===== src/rtl/ethertype_filter.sv =====
// AXI-Stream EtherType filter: classifies each frame on its first beat and forwards or drops it.
// Forwarded beats leave through a two-entry skid buffer whose input ready is a register.
module ethertype_filter #(
    parameter int                        DATA_WIDTH  = 128,
    parameter int                        KEEP_WIDTH  = DATA_WIDTH / 8,
    parameter int                        USER_WIDTH  = 1,
    parameter int                        MATCH_COUNT = 4,
    parameter logic [16*MATCH_COUNT-1:0] MATCH_TYPES = {16'h0800, 16'h86DD, 16'h0806, 16'h8100},
    parameter bit                        DENY_MODE   = 1'b0,
    parameter int                        COUNT_WIDTH = 32
) (
    input  logic                   clk,
    input  logic                   rst,
    input  logic                   filter_enable,
    input  logic [DATA_WIDTH-1:0]  s_axis_tdata,
    input  logic [KEEP_WIDTH-1:0]  s_axis_tkeep,
    input  logic                   s_axis_tvalid,
    output logic                   s_axis_tready,
    input  logic                   s_axis_tlast,
    input  logic [USER_WIDTH-1:0]  s_axis_tuser,
    output logic [DATA_WIDTH-1:0]  m_axis_tdata,
    output logic [KEEP_WIDTH-1:0]  m_axis_tkeep,
    output logic                   m_axis_tvalid,
    input  logic                   m_axis_tready,
    output logic                   m_axis_tlast,
    output logic [USER_WIDTH-1:0]  m_axis_tuser,
    output logic [COUNT_WIDTH-1:0] pass_count,
    output logic [COUNT_WIDTH-1:0] drop_count,
    output logic [COUNT_WIDTH-1:0] runt_count
);

    typedef enum logic [1:0] {ST_IDLE, ST_PASS, ST_DROP} state_t;

    state_t                 r_state, w_stateNext;
    logic                   r_ready, w_readyNext;
    logic                   r_outValid, w_outValidNext;
    logic                   r_tmpValid, w_tmpValidNext;
    logic [DATA_WIDTH-1:0]  r_outData, r_tmpData;
    logic [KEEP_WIDTH-1:0]  r_outKeep, r_tmpKeep;
    logic                   r_outLast, r_tmpLast;
    logic [USER_WIDTH-1:0]  r_outUser, r_tmpUser;
    logic [COUNT_WIDTH-1:0] r_passCount, r_dropCount, r_runtCount;

    logic        w_accept, w_runt, w_match, w_firstPass, w_fwd;
    logic        w_passDone, w_dropDone, w_runtDone;
    logic        w_loadOutFromIn, w_loadTmpFromIn, w_loadOutFromTmp;
    logic [15:0] w_etherType;

    assign w_accept    = s_axis_tvalid & r_ready;
    assign w_etherType = {s_axis_tdata[103:96], s_axis_tdata[111:104]};
    assign w_runt      = s_axis_tlast & ~s_axis_tkeep[13];
    assign w_firstPass = ~filter_enable | (w_match ^ DENY_MODE);

    always_comb begin
        w_match = 1'b0;
        for (int i = 0; i < MATCH_COUNT; i++) begin
            if (w_etherType == MATCH_TYPES[16*i +: 16]) w_match = 1'b1;
        end
    end

    always_ff @(posedge clk) begin
        if (rst) r_state <= ST_IDLE;
        else     r_state <= w_stateNext;
    end

    // A single-beat frame is decided and completed in IDLE without leaving it.
    always_comb begin
        w_stateNext = r_state;
        w_fwd       = 1'b0;
        w_passDone  = 1'b0;
        w_dropDone  = 1'b0;
        w_runtDone  = 1'b0;
        case (r_state)
            ST_IDLE: begin
                if (w_accept) begin
                    if (w_runt) begin
                        w_runtDone = 1'b1;
                    end else if (w_firstPass) begin
                        w_fwd      = 1'b1;
                        w_passDone = s_axis_tlast;
                        if (!s_axis_tlast) w_stateNext = ST_PASS;
                    end else begin
                        w_dropDone = s_axis_tlast;
                        if (!s_axis_tlast) w_stateNext = ST_DROP;
                    end
                end
            end
            ST_PASS: begin
                if (w_accept) begin
                    w_fwd      = 1'b1;
                    w_passDone = s_axis_tlast;
                    if (s_axis_tlast) w_stateNext = ST_IDLE;
                end
            end
            ST_DROP: begin
                if (w_accept) begin
                    w_dropDone = s_axis_tlast;
                    if (s_axis_tlast) w_stateNext = ST_IDLE;
                end
            end
            default: w_stateNext = ST_IDLE;
        endcase
    end

    // Ready is registered, so the skid entry absorbs the beat accepted while a stall is seen.
    always_comb begin
        w_outValidNext   = r_outValid;
        w_tmpValidNext   = r_tmpValid;
        w_loadOutFromIn  = 1'b0;
        w_loadTmpFromIn  = 1'b0;
        w_loadOutFromTmp = 1'b0;
        w_readyNext      = m_axis_tready | (~r_tmpValid & (~r_outValid | ~w_fwd));
        if (r_ready) begin
            if (m_axis_tready | ~r_outValid) begin
                w_outValidNext  = w_fwd;
                w_loadOutFromIn = 1'b1;
            end else begin
                w_tmpValidNext  = w_fwd;
                w_loadTmpFromIn = 1'b1;
            end
        end else if (m_axis_tready) begin
            w_outValidNext   = r_tmpValid;
            w_tmpValidNext   = 1'b0;
            w_loadOutFromTmp = 1'b1;
        end
    end

    always_ff @(posedge clk) begin
        if (rst) begin
            r_ready    <= 1'b0;
            r_outValid <= 1'b0;
            r_tmpValid <= 1'b0;
        end else begin
            r_ready    <= w_readyNext;
            r_outValid <= w_outValidNext;
            r_tmpValid <= w_tmpValidNext;
        end
    end

    always_ff @(posedge clk) begin
        if (w_loadOutFromIn) begin
            r_outData <= s_axis_tdata;
            r_outKeep <= s_axis_tkeep;
            r_outLast <= s_axis_tlast;
            r_outUser <= s_axis_tuser;
        end else if (w_loadOutFromTmp) begin
            r_outData <= r_tmpData;
            r_outKeep <= r_tmpKeep;
            r_outLast <= r_tmpLast;
            r_outUser <= r_tmpUser;
        end
        if (w_loadTmpFromIn) begin
            r_tmpData <= s_axis_tdata;
            r_tmpKeep <= s_axis_tkeep;
            r_tmpLast <= s_axis_tlast;
            r_tmpUser <= s_axis_tuser;
        end
    end

    // Counters stick at all-ones instead of wrapping.
    always_ff @(posedge clk) begin
        if (rst) begin
            r_passCount <= '0;
            r_dropCount <= '0;
            r_runtCount <= '0;
        end else begin
            if (w_passDone && r_passCount != '1) r_passCount <= r_passCount + COUNT_WIDTH'(1);
            if (w_dropDone && r_dropCount != '1) r_dropCount <= r_dropCount + COUNT_WIDTH'(1);
            if (w_runtDone && r_runtCount != '1) r_runtCount <= r_runtCount + COUNT_WIDTH'(1);
        end
    end

    assign s_axis_tready = r_ready;
    assign m_axis_tvalid = r_outValid;
    assign m_axis_tdata  = r_outData;
    assign m_axis_tkeep  = r_outKeep;
    assign m_axis_tlast  = r_outLast;
    assign m_axis_tuser  = r_outUser;
    assign pass_count    = r_passCount;
    assign drop_count    = r_dropCount;
    assign runt_count    = r_runtCount;

endmodule


===== config.mk =====
export PLATFORM = sky130hd
export DESIGN_NAME = ethertype_filter
export DESIGN_NICKNAME = d
export VERILOG_FILES = /design/src/rtl/ethertype_filter.sv
export SDC_FILE = /design/constraint.sdc
export NUM_CORES = 1
export LEC_CHECK = 0
export ABC_AREA = 1
export BUFFER_PORTS_ARGS = -buffer_cell sky130_fd_sc_hd__buf_2
export CORE_AREA = 5 5 201 203
export DETAILED_ROUTE_END_ITERATION = 8
export DIE_AREA = 0 0 206 208
export GPL_TIMING_DRIVEN = 0
export PLACE_DENSITY_LB_ADDON = 0.12
export SYNTH_ARGS = -nofsm -noshare
export SYNTH_HDL_FRONTEND = slang
export SYNTH_SLANG_ARGS = --single-unit

===== constraint.sdc =====
create_clock -name clk -period 9.1 [get_ports clk]
set_input_delay 0.455 -clock clk [delete_from_list [all_inputs] [get_ports clk]]
set_output_delay 0.455 -clock clk [all_outputs]
set_load 0.1 [all_outputs]

== Yosys cells after proc, flatten, opt, wreduce, memory -nomap -nowiden ==
Index checks and enable logic that the tools add are counted.

* Flip-flop bits (word level): 393
* Logic and storage cells: 105
* Output and inout port bits: 244
* Input bits: 151

* Reduce and logical (&&, ||, !) cells: 10
* Muxes and demuxes: 49
* Bitwise gates (word level): 12
* Add/sub/neg operators: 3
* Equality and inequality tests: 16

{| class="wikitable"
|+ Operators by type and width
! kind !! count
|-
| two-way mux 128 bit || 2
|-
| adder 32 x 1 -> 32 bit (second input constant) || 3
|-
| inequality test 32 bit (second input constant) || 3
|-
| two-way mux 1 bit || 34
|-
| equality test 16 x 12 -> 1 bit (second input constant) || 2
|-
| equality test 16 bit (second input constant) || 2
|-
| two-way mux 16 bit || 2
|-
| two-way mux 2 bit || 7
|-
| inequality test 2 bit (second input constant) || 4
|-
| inequality test 2 x 1 -> 1 bit (second input constant) || 3
|-
| case mux 1 bit (2 select lines) || 3
|-
| inverter 1 bit || 5
|-
| AND reduction 5 bit || 1
|-
| bitwise OR 1 bit || 4
|-
| case mux 2 bit (2 select lines) || 1
|-
| AND reduction 2 bit || 2
|-
| nonzero test 2 bit || 2
|-
| bitwise AND 1 bit || 3
|-
| logical AND 1 bit || 3
|-
| equality test 2 x 1 -> 1 bit (second input constant) || 1
|-
| equality test 2 bit (second input constant) || 1
|-
| logical NOT 2 bit || 1
|-
| OR reduction 2 bit || 1
|}

== Longest topological paths before layout ==
Gate-level depths: netlist of run 1.

* Depth in word-level cells: 14
* Mapped depth: 14
* Gate-level depth less buffers: 13

== Least setup slack after synthesis of run 1 ==
OpenSTA, ideal clock, no wires.

* Path type: reg-to-reg
* Start: reg r_outValid (netlist: m_axis_tvalid)
* End: reg r_tmpData[0], enable pin
* Stages on the path, launching flop included: 3
* Clock period less this slack: 7930 ps
* Path buffers: 0
* Setup time: 654 ps
* Path slack: 1170 ps
* Data arrival time: 7276 ps
* Data required time: 8446 ps
* Cell sequence: dfxtp_1 > nand2_1 > nor2_1

* Cells in the longest elaborated chain, start to end: 4

{| class="wikitable"
|+ Ends and longest elaborated chain
! what !! RTL line !! RTL
|-
| start, declared || 36 || <nowiki>logic r_outValid, w_outValidNext;</nowiki>
|-
| start signal, assigned || 135 || <nowiki>r_outValid <= w_outValidNext;</nowiki>
|-
| inverter 1 bit || 114 || <nowiki>if (m_axis_tready | ~r_outValid) begin</nowiki>
|-
| bitwise OR 1 bit || 114 ||
|-
| two-way mux 1 bit || 114 ||
|-
| two-way mux 1 bit || 113 || <nowiki>if (r_ready) begin</nowiki>
|-
| net w_loadTmpFromIn || 46 || <nowiki>logic w_loadOutFromIn, w_loadTmpFromIn, w_loadOutFromTmp;</nowiki>
|-
| end signal, assigned || 153 || <nowiki>r_tmpData <= s_axis_tdata;</nowiki>
|-
| end, declared || 38 || <nowiki>logic [DATA_WIDTH-1:0] r_outData, r_tmpData;</nowiki>
|}

The timed path passes the listed nets, and every way through them passes these cells.
A chain may end at the register's enable or synchronous reset.

== Worst setup path in the final report of run 1 ==
* Start: reg r_outValid (netlist: m_axis_tvalid)
* End: reg r_outData[27] (netlist: m_axis_tdata[27]), data pin

* Cells in the longest elaborated chain, start to end: 5

{| class="wikitable"
|+ Ends and longest elaborated chain
! what !! RTL line !! RTL
|-
| inverter 1 bit || 114 ||
|-
| bitwise OR 1 bit || 114 ||
|-
| two-way mux 1 bit || 114 ||
|-
| two-way mux 1 bit || 113 ||
|-
| two-way mux 128 bit || 141 || <nowiki>if (w_loadOutFromIn) begin</nowiki>
|-
| end signal, assigned || 142 || <nowiki>r_outData <= s_axis_tdata;</nowiki>
|-
| end signal, assigned || 147 || <nowiki>r_outData <= r_tmpData;</nowiki>
|-
| end, declared || 38 ||
|}

Every way passes these cells.

==> impl_results.html, run 1 <==
<table>
<tr><th>Metric</th><th>Value</th></tr>
<tr><th colspan="2">Timing</th></tr>
<tr><td>Skew final</td><td>0.0150 ns</td></tr>
<tr><td>Final setup violation count</td><td>0</td></tr>
<tr><td>Final worst path period share</td><td>0.313</td></tr>
<tr><td>Max-slew violation count</td><td>0</td></tr>
<tr><td>Unrepaired setup endpoints after global routing</td><td>false</td></tr>
<tr><td>Min Tclk post-route</td><td>2.85 ns</td></tr>
<tr><td>Max Freq</td><td>351 MHz</td></tr>
<tr><td>Worst-Margin Slew</td><td>1.01 ns</td></tr>
<tr><td>Worst rel slew slack</td><td>0.325</td></tr>
<tr><td>Count of endpoints failing hold in the final timing report</td><td>0</td></tr>
<tr><th colspan="2">Floorplanning</th></tr>
<tr><td>Area of the die</td><td>0.0428 sq mm</td></tr>
<tr><td>Die Y</td><td>208 um</td></tr>
<tr><td>Initial Util</td><td>0.445</td></tr>
<tr><td>Number of cell rows</td><td>72</td></tr>
<tr><td>Placeable Area</td><td>0.0383 sq mm</td></tr>
<tr><td>X dimension of the die</td><td>206 um</td></tr>
<tr><td>Number of ports placed on the die boundary</td><td>395</td></tr>
<tr><th colspan="2">Global routing</th></tr>
<tr><td>First-pass GRT wire length</td><td>74.7 mm</td></tr>
<tr><td>Routing layer with the top usage in global route</td><td>met2</td></tr>
<tr><td>Grt met2 use</td><td>0.375</td></tr>
<tr><td>Met1 global-route usage</td><td>0.273</td></tr>
<tr><td>Gr usage total</td><td>0.221</td></tr>
<tr><td>Overflow left after global routing</td><td>0</td></tr>
<tr><td>Vias in the first global route</td><td>13.3k</td></tr>
<tr><td>Number of antenna violations at the first check in global routing</td><td>9</td></tr>
<tr><td>Met3 global-route usage</td><td>0.0660</td></tr>
<tr><td>Maximum number of pins on one net before global-route repair</td><td>33</td></tr>
<tr><th colspan="2">Cells and area</th></tr>
<tr><td>Sequential cell area in the final layout</td><td>0.0108 sq mm</td></tr>
<tr><td>Post-route insts no fill</td><td>2795</td></tr>
<tr><td>Fraction of layout instances using a drive strength above 1</td><td>0.230</td></tr>
<tr><td>Footprint of the multi-input gates</td><td>0.00562 sq mm</td></tr>
<tr><td>End-of-flow core utilization</td><td>0.554</td></tr>
<tr><td>Syn-to-layout area delta</td><td>24.5%</td></tr>
<tr><td>Count of nets after finishing</td><td>2391</td></tr>
<tr><td>Layout filler cell count</td><td>3561</td></tr>
<tr><th colspan="2">Hold path</th></tr>
<tr><td>Min-Delay Path Depth</td><td>1</td></tr>
<tr><td>Worst hold-check path type</td><td>in -&gt; reg</td></tr>
<tr><td>Critical hold path startpoint</td><td>s_axis_tdata[9]</td></tr>
<tr><td>Capture endpoint of the worst hold path</td><td>r_tmpData[9]$_DFFE_PP_</td></tr>
<tr><th colspan="2">Synth</th></tr>
<tr><td>Register area share after synthesis</td><td>0.633</td></tr>
<tr><td>Mapped Area</td><td>0.0171 sq mm</td></tr>
<tr><td>Post-synth net total</td><td>1943</td></tr>
<tr><td>Synthesized area per cell</td><td>9.55 sq um</td></tr>
<tr><td>Flops &amp; latches, synth</td><td>393</td></tr>
<tr><td>Netlist cell types</td><td>33</td></tr>
<tr><td>Yosys warning total</td><td>0</td></tr>
<tr><td>Post-synthesis instance total</td><td>1786</td></tr>
<tr><th colspan="2">Critical path</th></tr>
<tr><td>Slack of the worst reg-to-reg path</td><td>6.25 ns</td></tr>
<tr><td>Crit path required time</td><td>9.40 ns</td></tr>
<tr><td>Startpoint-to-endpoint class of the critical path</td><td>reg -&gt; reg</td></tr>
<tr><td>Worst path slowest cell</td><td>sky130_fd_sc_hd__nor2_1</td></tr>
<tr><td>Biggest cell delay along the critical path</td><td>0.77 ns</td></tr>
<tr><td>Crit path arrival time</td><td>3.16 ns</td></tr>
<tr><td>Depth of the worst register-to-register path</td><td>8</td></tr>
<tr><td>Maximum fanout count along the critical path</td><td>10</td></tr>
<tr><td>Startpoint class of the critical path</td><td>flop</td></tr>
<tr><td>Critical Path, Cell by Cell</td><td>nand2_1, inv_2, nor2_1, inv_2, clkbuf_1, clkbuf_1, nand2_1, nand2_1</td></tr>
<tr><td>Cell occurring most often along the worst timing path</td><td>sky130_fd_sc_hd__nand2_1</td></tr>
<tr><td>Critical path endpoint category</td><td>flop</td></tr>
<tr><td>Endpoint of the worst-slack reg-to-reg timing path</td><td>m_axis_tdata[27]$_DFFE_PP_</td></tr>
<tr><td>Worst flop-to-flop path startpoint</td><td>m_axis_tvalid$_SDFFE_PP0P_</td></tr>
<tr><th colspan="2">Flow run</th></tr>
<tr><td>Number of max-capacitance violations reported</td><td>0</td></tr>
<tr><th colspan="2">Routing</th></tr>
<tr><td>Starting DRT DRC Count</td><td>753</td></tr>
<tr><td>Mean routed wirelength per cell</td><td>17.5 um</td></tr>
<tr><td>Detailed-route DRC error count</td><td>0</td></tr>
<tr><td>Routed via count</td><td>13.8k</td></tr>
<tr><td>Routed wire length</td><td>49.0 mm</td></tr>
<tr><td>Antenna Violating Nets Remaining</td><td>0</td></tr>
<tr><td>Post-detailed-route via-to-cell ratio</td><td>4.92</td></tr>
<tr><td>Number of search-and-repair iterations in the first detailed-routing pass</td><td>5</td></tr>
<tr><th colspan="2">CTS</th></tr>
<tr><td>Htree depth</td><td>2</td></tr>
<tr><td>Clock slew seen by the registers of the worst setup and hold paths</td><td>0.06 ns</td></tr>
<tr><td>CTS Buffer Depth</td><td>3</td></tr>
<tr><td>Total clock buffers created by CTS</td><td>43</td></tr>
<tr><td>Total setup buffers inserted after CTS</td><td>0</td></tr>
<tr><td>Clock Tree Root</td><td>sky130_fd_sc_hd__clkbuf_16</td></tr>
<tr><td>TritonCTS clock tree</td><td>yes</td></tr>
<tr><td>Clock sink count</td><td>393</td></tr>
<tr><td>CTS resizes</td><td>0</td></tr>
<tr><td>Source-to-sink clock delay at the later pin of the worst-skew pair</td><td>0.56 ns</td></tr>
<tr><td>Hold Buf Count CTS</td><td>0</td></tr>
<tr><th colspan="2">Status</th></tr>
<tr><td>Outcome</td><td>complete, no violations</td></tr>
<tr><th colspan="2">Placed design</th></tr>
<tr><td>Placer congestion estimate</td><td>0.896</td></tr>
<tr><td>Number of cells after detailed placement</td><td>2707</td></tr>
<tr><td>Post-detail-place hpwl</td><td>36.8 mm</td></tr>
<tr><td>Total of buffers placed on input and output ports</td><td>393</td></tr>
<tr><th colspan="2">Power</th></tr>
<tr><td>Power density over the cells</td><td>224 mW/mm^2</td></tr>
<tr><td>Leakage</td><td>8.84 nW</td></tr>
<tr><td>Worst IR drop on VDD</td><td>0.125 mV</td></tr>
</table>
-- kinds of logic after synthesis --
group	Yosys count	synth area share
buffers and inverters	162	0.0382
adder cells (fa/ha/maj)	6	0.00440
AO/OA/AOI/OAI	122	0.0396
flip-flops	393	0.633
AND/OR/NAND/NOR	1031	0.248
XOR/XNOR	72	0.0370
-- through the flow --
stage	total power, mW	setup WS (ns)	TNS (ns)	hold WS [ns]	cell area (sq um)
after detailed placement	3.18	5.92	0	0.482	19900
after CTS	4.81	6.22	0	0.0479	21200
final	4.75	6.25	0	0.0883	21200
after global routing	4.93	5.99	0	0.0545	21200
after global placement	3.18	-1.84	-525.22	0.474	19700
after floorplan	2.96	1.17	0	0.467	17100
-- report_power, final --
| group | internal, mW | total (mW) | leakage [nW] | switching, mW |
|---|---|---|---|---|
| Clock | 0.921 | 1.61 | 0.641 | 0.691 |
| Sequential | 2.05 | 2.09 | 3.64 | 0.0334 |
| Combinational | 0.152 | 1.05 | 4.57 | 0.896 |
-- layout make-up --
| cell class | count | share of cell area |
|---|---|---|
| sequential | 393 | 0.508 |
| multi-input combinational | 1231 | 0.265 |
| timing repair buffer | 403 | 0.103 |
| clock buffer | 58 | 0.0544 |
| tap | 518 | 0.0305 |
| inverter | 96 | 0.0170 |
| buffer | 66 | 0.0137 |
| clock inverter | 21 | 0.00666 |
| antenna | 9 | 0.00106 |
-- placed cells by master, fill, tap and decap left out, types with 2 or more instances in the layout --
| cell | n |
|---|---|
| sky130_fd_sc_hd__a211oi_1 | 2 |
| sky130_fd_sc_hd__a21oi_1 | 77 |
| sky130_fd_sc_hd__a21oi_2 | 16 |
| sky130_fd_sc_hd__and3_1 | 2 |
| sky130_fd_sc_hd__buf_1 | 5 |
| sky130_fd_sc_hd__buf_12 | 7 |
| sky130_fd_sc_hd__buf_16 | 3 |
| sky130_fd_sc_hd__buf_2 | 403 |
| sky130_fd_sc_hd__buf_6 | 2 |
| sky130_fd_sc_hd__clkbuf_1 | 61 |
| sky130_fd_sc_hd__clkbuf_16 | 44 |
| sky130_fd_sc_hd__clkinv_1 | 6 |
| sky130_fd_sc_hd__clkinv_2 | 11 |
| sky130_fd_sc_hd__dfxtp_1 | 101 |
| sky130_fd_sc_hd__diode_2 | 9 |
| sky130_fd_sc_hd__edfxtp_1 | 292 |
| sky130_fd_sc_hd__ha_1 | 6 |
| sky130_fd_sc_hd__inv_1 | 87 |
| sky130_fd_sc_hd__inv_2 | 9 |
| sky130_fd_sc_hd__inv_6 | 2 |
| sky130_fd_sc_hd__nand2_1 | 708 |
| sky130_fd_sc_hd__nand2_2 | 13 |
| sky130_fd_sc_hd__nand3_1 | 94 |
| sky130_fd_sc_hd__nand3b_1 | 5 |
| sky130_fd_sc_hd__nand4_1 | 20 |
| sky130_fd_sc_hd__nor2_1 | 125 |
| sky130_fd_sc_hd__nor2_2 | 2 |
| sky130_fd_sc_hd__nor2_4 | 3 |
| sky130_fd_sc_hd__nor3_1 | 49 |
| sky130_fd_sc_hd__nor3b_1 | 6 |
| sky130_fd_sc_hd__o21ai_0 | 16 |
| sky130_fd_sc_hd__o21ai_1 | 11 |
| sky130_fd_sc_hd__xnor2_1 | 27 |
| sky130_fd_sc_hd__xor2_1 | 45 |
-- flip-flops by register name, summed over array words and instances (netlist names), 2 cells and up --
register and cells:
r_tmpKeep 16, m_axis_tkeep 16, m_axis_tdata 128, r_tmpData 128, drop_count 32, r_state 2
runt_count 32, pass_count 32
-- per-layer routing --
layer  vias up  wire length, um
li1       6823                -
met3        65             4210
met2       413            24000
met1      6444            19600
met4         6             1120
met5         -               47
-- worst max path at each step --
stage	start	depth (start not counted)	endpoint
2_1_floorplan	m_axis_tvalid$_SDFFE_PP0P_	2	r_tmpData[0]$_DFFE_PP_
3_3_place_gp	m_axis_tready	4	r_tmpData[58]$_DFFE_PP_
3_5_place_dp	m_axis_tready	10	m_axis_tdata[27]$_DFFE_PP_
4_1_cts	m_axis_tvalid$_SDFFE_PP0P_	8	m_axis_tdata[27]$_DFFE_PP_
5_1_grt	m_axis_tvalid$_SDFFE_PP0P_	8	m_axis_tdata[68]$_DFFE_PP_
6_report	m_axis_tvalid$_SDFFE_PP0P_	8	m_axis_tdata[27]$_DFFE_PP_
-- critical path, delay by kind of cell (launching register included) --
kind / cells / cell delay (ns)
buf+inv: 4 / 1.18
simple gates: 4 / 1.12
flops: 1 / 0.30
-- cells in the mapped netlist --
library cell | n | share of area
sky130_fd_sc_hd__buf_2 | 10 | 0.0029
sky130_fd_sc_hd__dfxtp_1 | 101 | 0.12
sky130_fd_sc_hd__inv_1 | 87 | 0.019
sky130_fd_sc_hd__clkbuf_1 | 47 | 0.010
sky130_fd_sc_hd__edfxtp_1 | 292 | 0.51
sky130_fd_sc_hd__or2_0 | 1 | 0.00037
sky130_fd_sc_hd__nand3_1 | 94 | 0.028
sky130_fd_sc_hd__ha_1 | 6 | 0.0044
sky130_fd_sc_hd__nand3b_4 | 1 | 0.0012
sky130_fd_sc_hd__nand4_1 | 20 | 0.0073
sky130_fd_sc_hd__nor3_1 | 49 | 0.014
sky130_fd_sc_hd__buf_4 | 1 | 0.00044
sky130_fd_sc_hd__nor2_4 | 1 | 0.00066
sky130_fd_sc_hd__a211oi_1 | 2 | 0.00088
sky130_fd_sc_hd__nor3b_1 | 6 | 0.0026
sky130_fd_sc_hd__a21oi_1 | 77 | 0.023
sky130_fd_sc_hd__xnor2_1 | 27 | 0.014
sky130_fd_sc_hd__nand2_2 | 13 | 0.0048
sky130_fd_sc_hd__o21ai_0 | 16 | 0.0047
sky130_fd_sc_hd__nor4_1 | 1 | 0.00037
sky130_fd_sc_hd__nand3b_1 | 5 | 0.0022
sky130_fd_sc_hd__nor2_1 | 127 | 0.028
sky130_fd_sc_hd__buf_8 | 1 | 0.00088
sky130_fd_sc_hd__nand2_1 | 708 | 0.16
sky130_fd_sc_hd__and3_1 | 2 | 0.00073
sky130_fd_sc_hd__o21ai_1 | 11 | 0.0032
sky130_fd_sc_hd__nor2_2 | 2 | 0.00073
sky130_fd_sc_hd__buf_6 | 2 | 0.0013
sky130_fd_sc_hd__xor2_1 | 45 | 0.023
sky130_fd_sc_hd__inv_2 | 9 | 0.0020
sky130_fd_sc_hd__buf_1 | 5 | 0.0011
sky130_fd_sc_hd__a21oi_2 | 16 | 0.0082
sky130_fd_sc_hd__nand2_8 | 1 | 0.0012
No activity file was read; power rests on OpenSTA's default activity.
==> run 2: changes to the inputs <==
==> constraint.sdc (replaced) <==
create_clock -name clk -period 2.9 [get_ports clk]
set_input_delay 0.145 -clock clk [delete_from_list [all_inputs] [get_ports clk]]
set_output_delay 0.145 -clock clk [all_outputs]
set_load 0.1 [all_outputs]
==> impl_results.html, run 2 (synthesis results as in run 1) <==
<table>
<tr><th>Metric</th><th>Value</th></tr>
<tr><th colspan="2">Timing</th></tr>
<tr><td>Count of endpoints failing hold in the final timing report</td><td>0</td></tr>
<tr><td>Worst rel slew slack</td><td>0.324</td></tr>
<tr><td>Final setup violation count</td><td>0</td></tr>
<tr><td>Final total negative setup slack</td><td>0 ns</td></tr>
<tr><td>Max-slew violation count</td><td>0</td></tr>
<tr><td>Unrepaired setup endpoints after global routing</td><td>false</td></tr>
<tr><td>Max Freq</td><td>406 MHz</td></tr>
<tr><td>Min Tclk post-route</td><td>2.47 ns</td></tr>
<tr><td>Skew final</td><td>0.0136 ns</td></tr>
<tr><td>Min setup slack post-route</td><td>0.434 ns</td></tr>
<tr><td>Worst-Margin Slew</td><td>1.01 ns</td></tr>
<tr><td>Final worst path period share</td><td>0.850</td></tr>
<tr><th colspan="2">Global routing</th></tr>
<tr><td>Number of antenna violations at the first check in global routing</td><td>0</td></tr>
<tr><td>Overflow left after global routing</td><td>0</td></tr>
<tr><td>Gr usage total</td><td>0.231</td></tr>
<tr><td>First-pass GRT wire length</td><td>78.8 mm</td></tr>
<tr><td>Vias in the first global route</td><td>14.4k</td></tr>
<tr><td>Maximum number of pins on one net before global-route repair</td><td>33</td></tr>
<tr><th colspan="2">Flow run</th></tr>
<tr><td>Number of max-capacitance violations reported</td><td>0</td></tr>
<tr><th colspan="2">Routing</th></tr>
<tr><td>Number of search-and-repair iterations in the first detailed-routing pass</td><td>5</td></tr>
<tr><td>Starting DRT DRC Count</td><td>924</td></tr>
<tr><td>Post-detailed-route via-to-cell ratio</td><td>4.87</td></tr>
<tr><td>Routed via count</td><td>14.3k</td></tr>
<tr><td>Detailed-route DRC error count</td><td>0</td></tr>
<tr><td>Antenna Violating Nets Remaining</td><td>0</td></tr>
<tr><td>Mean routed wirelength per cell</td><td>17.3 um</td></tr>
<tr><td>Routed wire length</td><td>50.6 mm</td></tr>
<tr><th colspan="2">Critical path</th></tr>
<tr><td>Crit path required time</td><td>3.32 ns</td></tr>
<tr><td>Worst path slowest cell</td><td>sky130_fd_sc_hd__dfxtp_1</td></tr>
<tr><td>Biggest cell delay along the critical path</td><td>0.45 ns</td></tr>
<tr><td>Top delay family on crit path</td><td>simple AND/OR/NAND/NOR gates</td></tr>
<tr><td>Maximum fanout count along the critical path</td><td>10</td></tr>
<tr><td>Critical path endpoint category</td><td>flop</td></tr>
<tr><td>Crit path arrival time</td><td>2.88 ns</td></tr>
<tr><td>Startpoint-to-endpoint class of the critical path</td><td>reg -&gt; reg</td></tr>
<tr><td>Stages on worst setup path</td><td>11</td></tr>
<tr><td>Critical Path, Cell by Cell</td><td>ha_1, nand2_1, nor2_1, nand3_1, inv_2, nand4_1, o21ai_1, inv_2, buf_1, nand3_1, a21oi_1</td></tr>
<tr><td>Slack of the worst reg-to-reg path</td><td>0.43 ns</td></tr>
<tr><td>Depth of the worst register-to-register path</td><td>11</td></tr>
<tr><td>Startpoint class of the critical path</td><td>flop</td></tr>
<tr><td>Sum of buffers and inverters on the critical path</td><td>3</td></tr>
<tr><th colspan="2">Cells and area</th></tr>
<tr><td>Layout filler cell count</td><td>3322</td></tr>
<tr><td>Fraction of layout instances using a drive strength above 1</td><td>0.216</td></tr>
<tr><td>Syn-to-layout area delta</td><td>32.9%</td></tr>
<tr><td>Count of nets after finishing</td><td>2537</td></tr>
<tr><td>End-of-flow core utilization</td><td>0.592</td></tr>
<tr><td>Most frequent standard cell in the layout excluding fill and tap cells</td><td>sky130_fd_sc_hd__nand2_1</td></tr>
<tr><td>Most frequent cells in the layout</td><td>sky130_fd_sc_hd__nand2_1 (707), sky130_fd_sc_hd__buf_2 (403), sky130_fd_sc_hd__edfxtp_1 (292)</td></tr>
<tr><th colspan="2">Floorplanning</th></tr>
<tr><td>Die Y</td><td>208 um</td></tr>
<tr><td>Placeable Area</td><td>0.0383 sq mm</td></tr>
<tr><td>Number of ports placed on the die boundary</td><td>395</td></tr>
<tr><td>X dimension of the die</td><td>206 um</td></tr>
<tr><td>Number of cell rows</td><td>72</td></tr>
<tr><td>Area of the die</td><td>0.0428 sq mm</td></tr>
<tr><td>Initial Util</td><td>0.445</td></tr>
<tr><th colspan="2">CTS</th></tr>
<tr><td>CTS Buffer Depth</td><td>3</td></tr>
<tr><td>Source-to-sink clock delay at the later pin of the worst-skew pair</td><td>0.55 ns</td></tr>
<tr><td>Clock Tree Root</td><td>sky130_fd_sc_hd__clkbuf_16</td></tr>
<tr><td>Clock sink count</td><td>393</td></tr>
<tr><td>Total clock buffers created by CTS</td><td>42</td></tr>
<tr><td>Total setup buffers inserted after CTS</td><td>0</td></tr>
<tr><td>TritonCTS clock tree</td><td>yes</td></tr>
<tr><td>Clock slew seen by the registers of the worst setup and hold paths</td><td>0.06 ns</td></tr>
<tr><td>Htree depth</td><td>2</td></tr>
<tr><th colspan="2">Placed design</th></tr>
<tr><td>Total of buffers placed on input and output ports</td><td>393</td></tr>
<tr><td>Setup slack at placement</td><td>0.0585 ns</td></tr>
<tr><td>Placer congestion estimate</td><td>0.911</td></tr>
<tr><td>Post-detail-place hpwl</td><td>36.8 mm</td></tr>
<tr><th colspan="2">Hold path</th></tr>
<tr><td>Min-Delay Path Depth</td><td>5</td></tr>
<tr><td>Worst hold-check path type</td><td>in -&gt; reg</td></tr>
<tr><th colspan="2">Power</th></tr>
<tr><td>Worst IR drop on VDD</td><td>0.401 mV</td></tr>
<tr><td>Leakage</td><td>9.43 nW</td></tr>
<tr><td>Power density over the cells</td><td>669 mW/mm^2</td></tr>
<tr><th colspan="2">Status</th></tr>
<tr><td>Outcome</td><td>complete, no violations</td></tr>
</table>
[run 2: cell count changes in the layout (fill, tap and decap cells not counted), moves of 2 or more]
cell	before	now
sky130_fd_sc_hd__buf_16	3	0
sky130_fd_sc_hd__nor2_2	2	4
sky130_fd_sc_hd__nor2_1	125	123
sky130_fd_sc_hd__bufinv_16	1	3
sky130_fd_sc_hd__dfxtp_4	0	2
sky130_fd_sc_hd__clkinv_2	11	6
sky130_fd_sc_hd__dlygate4sd3_1	0	149
sky130_fd_sc_hd__diode_2	9	2
sky130_fd_sc_hd__dfxtp_1	101	99
[run 2: timing repair]
item | in CTS | in global routing
setup endpoints to repair | 0 | 100
hold buffers | 149 | 0
endpoints found under the hold margin | 291 | 0
gates resized for setup | 0 | 1
[run 2: worst min-delay path, cell delays in order]
cell	delay, ns
sky130_fd_sc_hd__buf_2	0.10
sky130_fd_sc_hd__nand3_1	0.07
sky130_fd_sc_hd__nor2_1	0.05
sky130_fd_sc_hd__a21oi_1	0.15
sky130_fd_sc_hd__a211oi_1	0.06
[run 2: area by class of cell]
type	count	area, sq um	share of cell area
Antenna cell	2	5.00	0.000221
Buffer	66	290	0.0128
Clock buffer	58	1130	0.0500
Clock inverter	17	164	0.00724
Inverter	96	360	0.0159
Multi-Input combinational cell	1231	5640	0.249
Sequential cell	393	10800	0.477
Tap cell	518	648	0.0286
Timing Repair Buffer	550	3620	0.160
[run 2: report_power, final]
group	internal (mW)	switching [mW]	total, mW
sequential	6.45	0.107	6.56
combinational	0.594	2.86	3.46
clock	3.00	2.14	5.14
[run 2: worst paths after layout]
| kind | start | end |
|---|---|---|
| max | drop_count[1]$_SDFFE_PP0P_ | drop_count[22]$_SDFFE_PP0P_ |
| min | filter_enable | r_state[1]$_SDFFE_PP0P_ |
| max reg2reg | drop_count[1]$_SDFFE_PP0P_ | drop_count[22]$_SDFFE_PP0P_ |
| min reg2reg | pass_count[16]$_SDFFE_PP0P_ | pass_count[16]$_SDFFE_PP0P_ |
[run 2: through the flow]
stage	instance area [sq um]	hold slack (ns)	instances	power [mW]
after CTS	22600	0.0533	2929	15.3
after global placement	19700	0.337	2697	9.93
after detailed placement	19900	0.337	2705	9.97
after global routing	22600	0.0944	2929	15.8
after floorplan	17100	0.244	1786	9.26
final	22700	0.0853	2931	15.2
[run 2: metal layers]
metal,vias up,track usage,wire (um),share of wire
li1,7094,-,-,-
met1,6677,0.284,20300,0.40
met2,439,0.401,25100,0.50
met3,74,0.0629,4020,0.079
met4,0,0.0615,1220,0.024
met5,-,0,0,0
==> run 3: changes to the inputs <==
--- a/config.mk
+++ b/config.mk
@@ -11,7 +11,8 @@
 export DETAILED_ROUTE_END_ITERATION = 8
 export DIE_AREA = 0 0 206 208
 export GPL_TIMING_DRIVEN = 0
-export PLACE_DENSITY_LB_ADDON = 0.12
+export MAX_ROUTING_LAYER = met4
+export PLACE_DENSITY_LB_ADDON = 0.25
 export SYNTH_ARGS = -nofsm -noshare
 export SYNTH_HDL_FRONTEND = slang
 export SYNTH_SLANG_ARGS = --single-unit
==> impl_results.html, run 3 (synthesis results as in run 1) <==
<table>
<tr><th>Metric</th><th>Value</th></tr>
<tr><th colspan="2">Critical path</th></tr>
<tr><td>Critical path endpoint category</td><td>flop</td></tr>
<tr><td>Critical Path, Cell by Cell</td><td>dlygate4sd3_1, buf_2, inv_1, nand2_4, inv_2, nor2_2, inv_2, clkbuf_1, clkbuf_1, nand2_1, nand2_1</td></tr>
<tr><td>Maximum fanout count along the critical path</td><td>10</td></tr>
<tr><td>Startpoint class of the critical path</td><td>input port</td></tr>
<tr><td>Biggest cell delay along the critical path</td><td>0.56 ns</td></tr>
<tr><td>Crit path required time</td><td>3.21 ns</td></tr>
<tr><td>Sum of buffers and inverters on the critical path</td><td>7</td></tr>
<tr><td>Worst path slowest cell</td><td>sky130_fd_sc_hd__dlygate4sd3_1</td></tr>
<tr><td>Crit path arrival time</td><td>2.81 ns</td></tr>
<tr><td>Startpoint-to-endpoint class of the critical path</td><td>in -&gt; reg</td></tr>
<tr><td>Top delay family on crit path</td><td>buffers and inverters</td></tr>
<tr><th colspan="2">Cells and area</th></tr>
<tr><td>Count of nets after finishing</td><td>2540</td></tr>
<tr><td>Layout filler cell count</td><td>3161</td></tr>
<tr><td>Most frequent standard cell in the layout excluding fill and tap cells</td><td>sky130_fd_sc_hd__nand2_1</td></tr>
<tr><td>Footprint of the multi-input gates</td><td>0.00564 sq mm</td></tr>
<tr><td>Fraction of layout instances using a drive strength above 1</td><td>0.220</td></tr>
<tr><td>Post-route insts no fill</td><td>2939</td></tr>
<tr><td>Sequential cell area in the final layout</td><td>0.0108 sq mm</td></tr>
<tr><td>Syn-to-layout area delta</td><td>34.1%</td></tr>
<tr><td>End-of-flow core utilization</td><td>0.597</td></tr>
<tr><td>Most frequent cells in the layout</td><td>sky130_fd_sc_hd__nand2_1 (707), sky130_fd_sc_hd__buf_2 (403), sky130_fd_sc_hd__edfxtp_1 (292)</td></tr>
<tr><th colspan="2">Status</th></tr>
<tr><td>Outcome</td><td>complete, no violations</td></tr>
<tr><th colspan="2">Placed design</th></tr>
<tr><td>Number of cells after detailed placement</td><td>2707</td></tr>
<tr><td>Post-detail-place hpwl</td><td>37.7 mm</td></tr>
<tr><td>Total of buffers placed on input and output ports</td><td>393</td></tr>
<tr><td>Placer congestion estimate</td><td>0.947</td></tr>
<tr><th colspan="2">Floorplanning</th></tr>
<tr><td>X dimension of the die</td><td>206 um</td></tr>
<tr><td>Placeable Area</td><td>0.0383 sq mm</td></tr>
<tr><td>Number of cell rows</td><td>72</td></tr>
<tr><td>Number of ports placed on the die boundary</td><td>395</td></tr>
<tr><td>Die Y</td><td>208 um</td></tr>
<tr><td>Initial Util</td><td>0.445</td></tr>
<tr><td>Area of the die</td><td>0.0428 sq mm</td></tr>
<tr><th colspan="2">Routing</th></tr>
<tr><td>Antenna Violating Nets Remaining</td><td>0</td></tr>
<tr><td>Detailed-route DRC error count</td><td>0</td></tr>
<tr><td>Number of search-and-repair iterations in the first detailed-routing pass</td><td>5</td></tr>
<tr><td>Routed via count</td><td>14.7k</td></tr>
<tr><td>Routed wire length</td><td>52.4 mm</td></tr>
<tr><td>Starting DRT DRC Count</td><td>876</td></tr>
<tr><td>Post-detailed-route via-to-cell ratio</td><td>4.99</td></tr>
<tr><td>Mean routed wirelength per cell</td><td>17.8 um</td></tr>
<tr><th colspan="2">Global routing</th></tr>
<tr><td>Maximum number of pins on one net before global-route repair</td><td>32</td></tr>
<tr><td>Overflow left after global routing</td><td>0</td></tr>
<tr><td>First-pass GRT wire length</td><td>80.5 mm</td></tr>
<tr><td>Number of antenna violations at the first check in global routing</td><td>3</td></tr>
<tr><td>Vias in the first global route</td><td>14.6k</td></tr>
<tr><td>Gr usage total</td><td>0.243</td></tr>
<tr><th colspan="2">Power</th></tr>
<tr><td>Fraction of power consumed by combinational cells</td><td>0.223</td></tr>
<tr><td>Power density over the cells</td><td>684 mW/mm^2</td></tr>
<tr><td>Total power</td><td>15.6 mW</td></tr>
<tr><td>Clock network power share</td><td>0.357</td></tr>
<tr><td>Switching power</td><td>5.25 mW</td></tr>
<tr><td>Switching share of total power</td><td>0.336</td></tr>
<tr><td>Design internal power</td><td>10.4 mW</td></tr>
<tr><td>Leakage</td><td>9.52 nW</td></tr>
<tr><td>Worst IR drop on VDD</td><td>0.391 mV</td></tr>
<tr><td>Sequential Power Share</td><td>0.420</td></tr>
<tr><th colspan="2">CTS</th></tr>
<tr><td>CTS Buffer Depth</td><td>3</td></tr>
<tr><td>Clock Tree Root</td><td>sky130_fd_sc_hd__clkbuf_16</td></tr>
<tr><td>TritonCTS clock tree</td><td>yes</td></tr>
<tr><td>Clock slew seen by the registers of the worst setup and hold paths</td><td>0.06 ns</td></tr>
<tr><td>Total setup buffers inserted after CTS</td><td>0</td></tr>
<tr><td>Clock sink count</td><td>393</td></tr>
<tr><td>Htree depth</td><td>2</td></tr>
<tr><td>Total clock buffers created by CTS</td><td>43</td></tr>
<tr><td>Source-to-sink clock delay at the later pin of the worst-skew pair</td><td>0.56 ns</td></tr>
<tr><th colspan="2">Timing</th></tr>
<tr><td>Final worst path period share</td><td>0.863</td></tr>
<tr><td>Min Tclk post-route</td><td>2.50 ns</td></tr>
<tr><td>Max Freq</td><td>399 MHz</td></tr>
<tr><td>Worst rel slew slack</td><td>0.436</td></tr>
<tr><td>Count of endpoints failing hold in the final timing report</td><td>0</td></tr>
<tr><td>Worst-Margin Slew</td><td>0.844 ns</td></tr>
<tr><td>Max-slew violation count</td><td>0</td></tr>
<tr><td>Final setup violation count</td><td>0</td></tr>
<tr><td>Skew final</td><td>0.0228 ns</td></tr>
<tr><td>Unrepaired setup endpoints after global routing</td><td>false</td></tr>
<tr><th colspan="2">Hold path</th></tr>
<tr><td>Worst hold-check path type</td><td>in -&gt; reg</td></tr>
<tr><th colspan="2">Flow run</th></tr>
<tr><td>Number of max-capacitance violations reported</td><td>0</td></tr>
</table>
[run 3: cell types whose count changed in the layout (fill, tap and decap cells not counted), sizes merged]
cell / delta
buf: +2
bufinv: +3
clkbuf: -5
clkinv: +4
clkinvlp: +2
diode: +2
[run 3: repair_timing]
action	CTS	global route
setup endpoints to repair	0	100
hold buffers	149	0
gates resized for setup	0	1
endpoints found under the hold margin	290	0
[run 3: worst paths after layout]
path                                            startpoint                         end  slack (ns)  cells after the start
worst max-delay path                         m_axis_tready  m_axis_tdata[42]$_DFFE_PP_        0.40                     11
worst max register to register  m_axis_tvalid$_SDFFE_PP0P_  m_axis_tdata[42]$_DFFE_PP_        0.45                      8
worst min-delay path                         filter_enable     r_state[1]$_SDFFE_PP0P_        0.08                      5
worst min register to register  runt_count[9]$_SDFFE_PP0P_  runt_count[9]$_SDFFE_PP0P_        0.49                      2
[run 3: per-stage QoR]
| stage | hold slack [ns] | worst slack (ns) | area, sq um | TNS, ns |
|---|---|---|---|---|
| after floorplan | 0.244 | -0.331 | 17100 | -93.64 |
| after global placement | 0.338 | -1.24 | 19700 | -346.82 |
| after detailed placement | 0.339 | 0.0113 | 19900 | 0 |
| after CTS | 0.0505 | 0.0111 | 22800 | 0 |
| after global routing | 0.150 | 0.196 | 22900 | 0 |
| final | 0.0788 | 0.396 | 22900 | 0 |
[run 3: cell type report]
cell class / instances / share of cell area
Clock inverter: 26 / 0.0136
Antenna cell: 4 / 0.000438
Buffer: 66 / 0.0127
Timing Repair Buffer: 552 / 0.161
Inverter: 96 / 0.0158
Multi-Input combinational cell: 1231 / 0.247
Sequential cell: 393 / 0.472
Clock buffer: 53 / 0.0496
Tap cell: 518 / 0.0284
[run 3: routing by layer]
| layer | share of wire | up-vias | track usage |
|---|---|---|---|
| met5 | 0 | - | - |
| met2 | 0.48 | 507 | 0.398 |
| met1 | 0.40 | 6948 | 0.294 |
| met3 | 0.086 | 100 | 0.0680 |
| li1 | - | 7111 | - |
| met4 | 0.030 | 0 | 0.0721 |
[run 3: worst min-delay path: stages]
cell	delay, ns
sky130_fd_sc_hd__buf_2	0.12
sky130_fd_sc_hd__nand3_1	0.08
sky130_fd_sc_hd__nor2_1	0.06
sky130_fd_sc_hd__a21oi_1	0.12
sky130_fd_sc_hd__a211oi_1	0.05
[run 3: power by group through the flow]
stage	Combinational (mW)	Sequential, mW	Clock, mW
2_1_floorplan	0.566	8.69	0
3_3_place_gp	3.24	6.69	0
3_5_place_dp	3.31	6.68	0
4_1_cts	3.49	6.56	5.69
5_1_grt	3.65	6.59	5.94
6_report	3.49	6.56	5.58
